File: src/rtl/motion_pkg.sv
// Shared definitions for the player motion scheduler: command codes,
// FSM state encoding and the heading width.
package motion_pkg;
  localparam int ANGLE_W = 9;

  localparam logic [7:0] CMD_FORWARD    = 8'd1;
  localparam logic [7:0] CMD_BACKWARD   = 8'd2;
  localparam logic [7:0] CMD_TURN_LEFT  = 8'd3;
  localparam logic [7:0] CMD_TURN_RIGHT = 8'd4;

  typedef enum logic {
    IDLE = 1'b0,
    MOVE = 1'b1
  } state_e;

  function automatic logic is_known_cmd(input logic [7:0] code);
    return (code >= CMD_FORWARD) && (code <= CMD_TURN_RIGHT);
  endfunction
endpackage

File: src/rtl/cmd_fifo.sv
// Byte-wide synchronous FIFO; a push on a full FIFO is accepted only
// when a pop happens in the same cycle.
module cmd_fifo #(
  parameter int DEPTH = 4,
  localparam int AW = $clog2(DEPTH)
) (
  input  logic          clk,
  input  logic          reset,
  input  logic          push,
  input  logic          pop,
  input  logic [7:0]    wdata,
  output logic [7:0]    rdata,
  output logic          full,
  output logic          empty,
  output logic [AW:0]   count
);
  logic [7:0]  mem_q [DEPTH];
  logic [AW-1:0] wr_ptr_q, wr_ptr_d, rd_ptr_q, rd_ptr_d;
  logic [AW:0]   count_q, count_d;
  logic          do_push, do_pop;

  assign full    = (count_q == (AW+1)'(DEPTH));
  assign empty   = (count_q == '0);
  assign count   = count_q;
  assign rdata   = mem_q[rd_ptr_q];
  assign do_pop  = pop & ~empty;
  assign do_push = push & (~full | do_pop);

  always_comb begin
    wr_ptr_d = do_push ? wr_ptr_q + 1'b1 : wr_ptr_q;
    rd_ptr_d = do_pop  ? rd_ptr_q + 1'b1 : rd_ptr_q;
    count_d  = count_q;
    case ({do_push, do_pop})
      2'b10:   count_d = count_q + 1'b1;
      2'b01:   count_d = count_q - 1'b1;
      default: count_d = count_q;
    endcase
  end

  always_ff @(posedge clk) begin
    if (reset) begin
      wr_ptr_q <= '0;
      rd_ptr_q <= '0;
      count_q  <= '0;
    end else begin
      wr_ptr_q <= wr_ptr_d;
      rd_ptr_q <= rd_ptr_d;
      count_q  <= count_d;
    end
  end

  always_ff @(posedge clk) begin
    if (do_push) mem_q[wr_ptr_q] <= wdata;
  end
endmodule

File: src/rtl/player_motion_ctrl.sv
// Queues SPI command bytes, rate-limits them per frame, applies turns to
// the owned heading and hands moves to the position updater.
module player_motion_ctrl
  import motion_pkg::*;
#(
  parameter int FIFO_DEPTH     = 4,
  parameter int CMDS_PER_FRAME = 2,
  parameter int TURN_STEP      = 8,
  parameter int ANGLE_INIT     = 0
) (
  input  logic         clk,
  input  logic         reset,
  input  logic         spi_flag,
  input  logic [7:0]   spi_data,
  input  logic         frame_tick,
  output logic         move_valid,
  output logic [1:0]   move_code,
  input  logic         move_ready,
  output logic [8:0]   player_angle,
  output logic [2:0]   fifo_count,
  output logic         overflow,
  output logic [7:0]   drop_count
);
  localparam int CW = $clog2(CMDS_PER_FRAME + 1);
  localparam int AW = $clog2(FIFO_DEPTH);

  logic [2:0]         sync_q, sync_d;
  logic [CW-1:0]      credit_q, credit_d;
  state_e             state_q, state_d;
  logic               move_valid_q, move_valid_d;
  logic [1:0]         move_code_q, move_code_d;
  logic [ANGLE_W-1:0] angle_q, angle_d;
  logic               overflow_q, overflow_d;
  logic [7:0]         drop_q, drop_d;

  logic               byte_tick, fifo_full, fifo_empty, fifo_push, fifo_pop;
  logic               known, dispatch, unk_pop, push_drop;
  logic [7:0]         head;
  logic [AW:0]        count;
  logic [8:0]         drop_sum;

  // sync_q[1] is the synchronized level, sync_q[2] its previous value
  assign sync_d    = {sync_q[1:0], spi_flag};
  assign byte_tick = sync_q[1] & ~sync_q[2];

  assign known     = is_known_cmd(head);
  assign fifo_pop  = (state_q == IDLE) & ~fifo_empty & (~known | (credit_q != '0));
  assign dispatch  = fifo_pop & known;
  assign unk_pop   = fifo_pop & ~known;
  assign push_drop = byte_tick & fifo_full & ~fifo_pop;
  assign fifo_push = byte_tick & ~push_drop;
  assign drop_sum  = {1'b0, drop_q} + 9'(push_drop) + 9'(unk_pop);

  cmd_fifo #(.DEPTH(FIFO_DEPTH)) u_fifo (
    .clk   (clk),
    .reset (reset),
    .push  (fifo_push),
    .pop   (fifo_pop),
    .wdata (spi_data),
    .rdata (head),
    .full  (fifo_full),
    .empty (fifo_empty),
    .count (count)
  );

  always_comb begin
    state_d      = state_q;
    move_valid_d = move_valid_q;
    move_code_d  = move_code_q;
    angle_d      = angle_q;
    overflow_d   = overflow_q | push_drop;
    drop_d       = drop_sum[8] ? 8'hFF : drop_sum[7:0];
    credit_d     = frame_tick ? CW'(CMDS_PER_FRAME)
                              : (dispatch ? credit_q - 1'b1 : credit_q);
    case (state_q)
      IDLE: if (dispatch) begin
        case (head)
          CMD_TURN_LEFT:  angle_d = angle_q - ANGLE_W'(TURN_STEP);
          CMD_TURN_RIGHT: angle_d = angle_q + ANGLE_W'(TURN_STEP);
          default: begin
            move_valid_d = 1'b1;
            move_code_d  = head[1:0];
            state_d      = MOVE;
          end
        endcase
      end
      MOVE: if (move_ready) begin
        move_valid_d = 1'b0;
        move_code_d  = 2'd0;
        state_d      = IDLE;
      end
      default: state_d = IDLE;
    endcase
  end

  always_ff @(posedge clk) begin
    if (reset) begin
      sync_q       <= '0;
      credit_q     <= CW'(CMDS_PER_FRAME);
      state_q      <= IDLE;
      move_valid_q <= 1'b0;
      move_code_q  <= 2'd0;
      angle_q      <= ANGLE_W'(ANGLE_INIT);
      overflow_q   <= 1'b0;
      drop_q       <= '0;
    end else begin
      sync_q       <= sync_d;
      credit_q     <= credit_d;
      state_q      <= state_d;
      move_valid_q <= move_valid_d;
      move_code_q  <= move_code_d;
      angle_q      <= angle_d;
      overflow_q   <= overflow_d;
      drop_q       <= drop_d;
    end
  end

  assign move_valid   = move_valid_q;
  assign move_code    = move_code_q;
  assign player_angle = angle_q;
  assign fifo_count   = 3'(count);
  assign overflow     = overflow_q;
  assign drop_count   = drop_q;
endmodule

File: config.mk
export PLATFORM = sky130hd
export DESIGN_NAME = player_motion_ctrl
export DESIGN_NICKNAME = d
export VERILOG_FILES = /design/src/rtl/motion_pkg.sv /design/src/rtl/cmd_fifo.sv /design/src/rtl/player_motion_ctrl.sv
export SDC_FILE = /design/constraint.sdc
export NUM_CORES = 1
export LEC_CHECK = 0
export ABC_AREA = 1
export CAP_MARGIN = 20
export CORE_MARGIN = 2
export CORE_UTILIZATION = 40
export DETAILED_ROUTE_END_ITERATION = 8
export PLACE_DENSITY = 0.7
export REMOVE_ABC_BUFFERS = 1
export SYNTH_ARGS = -nofsm -noshare
export SYNTH_HDL_FRONTEND = slang
export SYNTH_SLANG_ARGS = --single-unit
File: constraint.sdc
create_clock -name clk -period 2.6 [get_ports clk]
set_input_delay 0.78 -clock clk [delete_from_list [all_inputs] [get_ports clk]]
set_output_delay 0.78 -clock clk [all_outputs]
set_load 0.05 [all_outputs]
==> flow_summary.yaml <==
run_status:
  run_status: "complete, but fails checks"
  failing_checks: "setup timing"
die:
  std_cell_rows: 31
  floorplan.die.height_um: 89.39
  io_pins: 37
  floorplan.core_area_um2: 7137
  floorplan.initialDensity_pct: 40.87
  die-area_um2: 7991
  die_width_um: 89.39
final_layout:
  area_growth_syn_to_layout_pct: 45.30
  antenna_cells: 0
  post_route_cells_drive_above_1_share_pct: 34.41
  final_cell_area_um2: 4238
  final.fill_count: 557
  design.final.nets: 425
  final-instance-count-excl-fill: 503
job:
  timing.max_cap.violations: 0
sta:
  timing.slew.headroom_pct: 65.11
  fin_hold_ws_ns: 0.4075
  setup_slack_ns: -0.05006
  fmax_mhz: 377.4
  rsz0062_at_grt: "yes"
  final-max-slew-violation-count: 0
  min_cycle_time_layout_ns: 2.650
  timing.clock.skew_ns: 0.01219
  actual_transition_at_the_worst_max_transition_pin_ns: 0.5218
  fraction_of_the_cycle_the_final_worst_path_needs_pct: 101.9
  hold_violations: 0
  setup_viol: 3
route:
  detail_route.vias_per_cell: 4.907
  drc: 0
  detail_route.first_pass.iterations: 4
  wire_per_inst_um: 13.85
  routed_wirelength_um: 6967
  route.vias.total: 2468
  antenna_violating_nets_post_route: 0
  first_iter_violations: 99
clock_network:
  clock_insertion_delay_worst_skew_ns: 0.35
  cts.root.buffer_cell: "sky130_fd_sc_hd__clkbuf_8"
  cts_made_buffers: 9
  tritoncts_clock_tree: "done"
  cts.sinks: 65
  cts_htree_levels: 3
  clock_path_buffers: 2
  cts.reportedPaths.clkPinSlew_ns: 0.08
critical_path:
  critical_path.startpoint_type: "flop"
  cp.required_ns: 2.86
  cell_mode_on_critical_path: "sky130_fd_sc_hd__nor2_4"
  cp_cell_sequence: "buf_8 -> nand2_4 -> nand3_2 -> nand2_2 -> nand2_4 -> nor2_4 -> nor2_4 -> nand3_2 -> nand2_2 -> nand3_2 -> inv_2 -> fa_2 -> nand2_2 -> nor2_4 -> inv_2 -> nor2_4 -> buf_4 -> buf_4 -> buf_4 -> nor2_4 -> o21ai_2 -> nand2_1 -> inv_1"
  worstPathMaxFanout: 5
  timing.reg2reg.setup_slack_ns: -0.05
  critical_path.slowest_cell: "sky130_fd_sc_hd__dfxtp_4"
  critPathBufInv: 7
  reg2reg_to: "drop_count[4]$_SDFF_PP0_"
  critPathKind: "flop to flop"
  rr_worst_depth: 23
  worst_path_dominant_cell_family: "simple AND/OR/NAND/NOR gates"
  timing.critical_path.slowest_cell_delay_ns: 0.38
  worst-endpoint-arrival_ns: 2.91
  worst_setup_path_end_kind: "flop"
pwr:
  leakage_nw: 1.792
  report.power.total_mw: 3.969
  power_per_cell_area_nw_per_um2: 936.5
  irDropWorstVdd_uv: 552.9
placed_design:
  dpl.cell_count: 468
  place_worst_setup_slack_ns: -0.1373
  place.detailed.hpwl_um: 4023
  buffer_ports.inserted: 33
  placed_area_um2: 3558
  final_gp_congestion: 0.8463
synthesis:
  syn-mean-instance-area_um2: 9.378
  synthDominantAreaCellType: "sky130_fd_sc_hd__edfxtp_1"
  netlist_top_cells_area: "sky130_fd_sc_hd__edfxtp_1 (33%), sky130_fd_sc_hd__dfxtp_1 (23%), sky130_fd_sc_hd__nand2_1 (7.2%), sky130_fd_sc_hd__nor2_1 (5.7%), sky130_fd_sc_hd__inv_1 (4.4%)"
  synth.lib_cells_used.distinct: 32
  synth_largest_type_area_fraction_pct: 32.95
  ys.warnings.count: 0
  netlist_area_um2: 2917
  postSynthRegisterBits: 65
  postSynthCellCount: 311
  synth-seq-area-share_pct: 55.60
grt:
  globalRouteOverflowTotal: 0
  global_route_wire_length_before_repair_um: 10520
  grt_util_all_layers_pct: 17.68
  first_global_vias: 2409
  number_of_antenna_violations_at_the_first_check_in_global_routing: 0
  grt_start_max_net_pins: 17
min_path:
  worst_hold_path.endpoint: "sync_q[1]$_SDFF_PP0_"
  hold-path-cell-count: 2
  holdCritStartpoint: "sync_q[0]$_SDFF_PP0_"
  holdCritPathClass: "flop to flop"
## worst max-delay path by stage
stage / end / startpoint / slack, ns / depth (start not counted)
3_5_place_dp: drop_count[4]$_SDFF_PP0_ / flop / -0.14 / 24
5_1_grt: drop_count[5]$_SDFF_PP0_ / flop / -0.21 / 24
6_report: drop_count[4]$_SDFF_PP0_ / flop / -0.05 / 23
4_1_cts: drop_count[4]$_SDFF_PP0_ / flop / -0.008 / 23
3_3_place_gp: drop_count[4]$_SDFF_PP0_ / flop / -0.03 / 23
2_1_floorplan: drop_count[5]$_SDFF_PP0_ / flop / -0.19 / 23
## power breakdown
group	leakage [nW]	total, mW	internal (mW)	switching, mW
Sequential	0.559	1.27	1.17	0.103
Combinational	1.13	1.74	0.736	1.01
Clock	0.0991	0.951	0.543	0.408
## synthesized netlist by cell type
cell / count
sky130_fd_sc_hd__inv_2: 7
sky130_fd_sc_hd__dfxtp_1: 33
sky130_fd_sc_hd__nand3_4: 1
sky130_fd_sc_hd__buf_4: 3
sky130_fd_sc_hd__xor2_1: 5
sky130_fd_sc_hd__clkbuf_1: 3
sky130_fd_sc_hd__inv_1: 34
sky130_fd_sc_hd__nand2_4: 1
sky130_fd_sc_hd__o21ai_1: 4
sky130_fd_sc_hd__a211oi_1: 1
sky130_fd_sc_hd__fa_1: 3
sky130_fd_sc_hd__nor2_8: 1
sky130_fd_sc_hd__nor2_1: 44
sky130_fd_sc_hd__conb_1: 1
sky130_fd_sc_hd__xnor2_1: 1
sky130_fd_sc_hd__nand3_2: 1
sky130_fd_sc_hd__nand3_1: 17
sky130_fd_sc_hd__ha_1: 10
sky130_fd_sc_hd__edfxtp_1: 32
sky130_fd_sc_hd__o211ai_1: 2
sky130_fd_sc_hd__a21oi_4: 1
sky130_fd_sc_hd__nand4_1: 3
sky130_fd_sc_hd__buf_6: 1
sky130_fd_sc_hd__o21ai_0: 8
sky130_fd_sc_hd__nand2_1: 56
sky130_fd_sc_hd__nand2_2: 5
sky130_fd_sc_hd__a21oi_1: 22
sky130_fd_sc_hd__nor2_2: 1
sky130_fd_sc_hd__nor2_4: 1
sky130_fd_sc_hd__nand3b_1: 5
sky130_fd_sc_hd__nor3_1: 3
sky130_fd_sc_hd__or2_2: 1
## cells by family (layout without fill, tap and decap cells)
family	Yosys count	in the layout	share of synthesized area [%]
compound gates	38	38	7.165
xor+xnor	6	6	1.802
fa+ha+maj	13	13	6.349
buf+inv	48	139	6.821
flops	65	65	55.60
other cells	1	3	0.1286
simple gates	140	140	22.14
## sequential cells by signal (all words and copies together) (netlist names), 3 cells and up, named ones only
name	count
player_angle	6
u_fifo.mem_q	32
drop_count	8
u_fifo.count	3
sync_q	3
## placed cells by master, fill, tap and decap left out, types with 2 or more instances in the layout
cell type / n
sky130_fd_sc_hd__nand2_2: 12
sky130_fd_sc_hd__nand3_1: 5
sky130_fd_sc_hd__fa_2: 2
sky130_fd_sc_hd__inv_2: 8
sky130_fd_sc_hd__inv_1: 30
sky130_fd_sc_hd__clkbuf_8: 9
sky130_fd_sc_hd__nand4_1: 3
sky130_fd_sc_hd__nand3_2: 13
sky130_fd_sc_hd__nor2_4: 8
sky130_fd_sc_hd__buf_6: 2
sky130_fd_sc_hd__o211ai_1: 2
sky130_fd_sc_hd__conb_1: 3
sky130_fd_sc_hd__inv_4: 2
sky130_fd_sc_hd__clkdlybuf4s50_1: 33
sky130_fd_sc_hd__o21ai_0: 4
sky130_fd_sc_hd__buf_4: 46
sky130_fd_sc_hd__edfxtp_1: 32
sky130_fd_sc_hd__ha_4: 3
sky130_fd_sc_hd__bufinv_16: 2
sky130_fd_sc_hd__clkinvlp_4: 3
sky130_fd_sc_hd__inv_6: 2
sky130_fd_sc_hd__o21ai_1: 5
sky130_fd_sc_hd__nor2_1: 37
sky130_fd_sc_hd__nand2_1: 39
sky130_fd_sc_hd__a21oi_2: 2
sky130_fd_sc_hd__a21oi_1: 20
sky130_fd_sc_hd__dfxtp_1: 31
sky130_fd_sc_hd__nand3b_1: 5
sky130_fd_sc_hd__o21ai_2: 3
sky130_fd_sc_hd__nand2_4: 11
sky130_fd_sc_hd__xor2_1: 5
sky130_fd_sc_hd__ha_1: 7
## layer usage
layer	vias to the layer above	GRT usage, %	routed length, um
met3	15	3.970	304
met4	0	9.498	152
met1	1182	20.47	2886
met2	73	30.37	3623
li1	1198	-	-
met5	-	0	0
## timing repair
action | CTS | global route
gates resized for setup | 29 | 59
hold buffers | 0 | 0
buffers inserted | 15 | 5
gates cloned | 1 | 0
setup endpoints to repair | 10 | 12
pin swaps | 14 | 30
## stage by stage
| step | setup TNS (ns) | util (%) |
|---|---|---|
| after CTS | -0.007759 | 55.86 |
| after global placement | -0.06332 | 49.86 |
| after floorplan | -0.9208 | - |
| final | -0.1134 | 59.38 |
| after global routing | -1.617 | 59.38 |
| after detailed placement | -0.5522 | 49.86 |
## final cells by class
type                            count  area (um^2)  share of cell area (%)
Sequential cell                    65         1627                   38.38
Multi-Input combinational cell    200         1391                   32.83
Timing Repair Buffer               82        713.2                   16.83
Inverter                           41        163.9                   3.868
Clock buffer                       10        127.6                   3.012
Tap cell                           99        123.9                   2.923
Clock inverter                      6        91.34                   2.155
## worst min-delay path, delay by kind of cell, from the launching register on
kind	cells	cell delay, ns
and+or+nand+nor	1	0.03
buffers and inverters	1	0.04
DFF	1	0.30
Note: power is estimated with default switching activity, not from simulation.
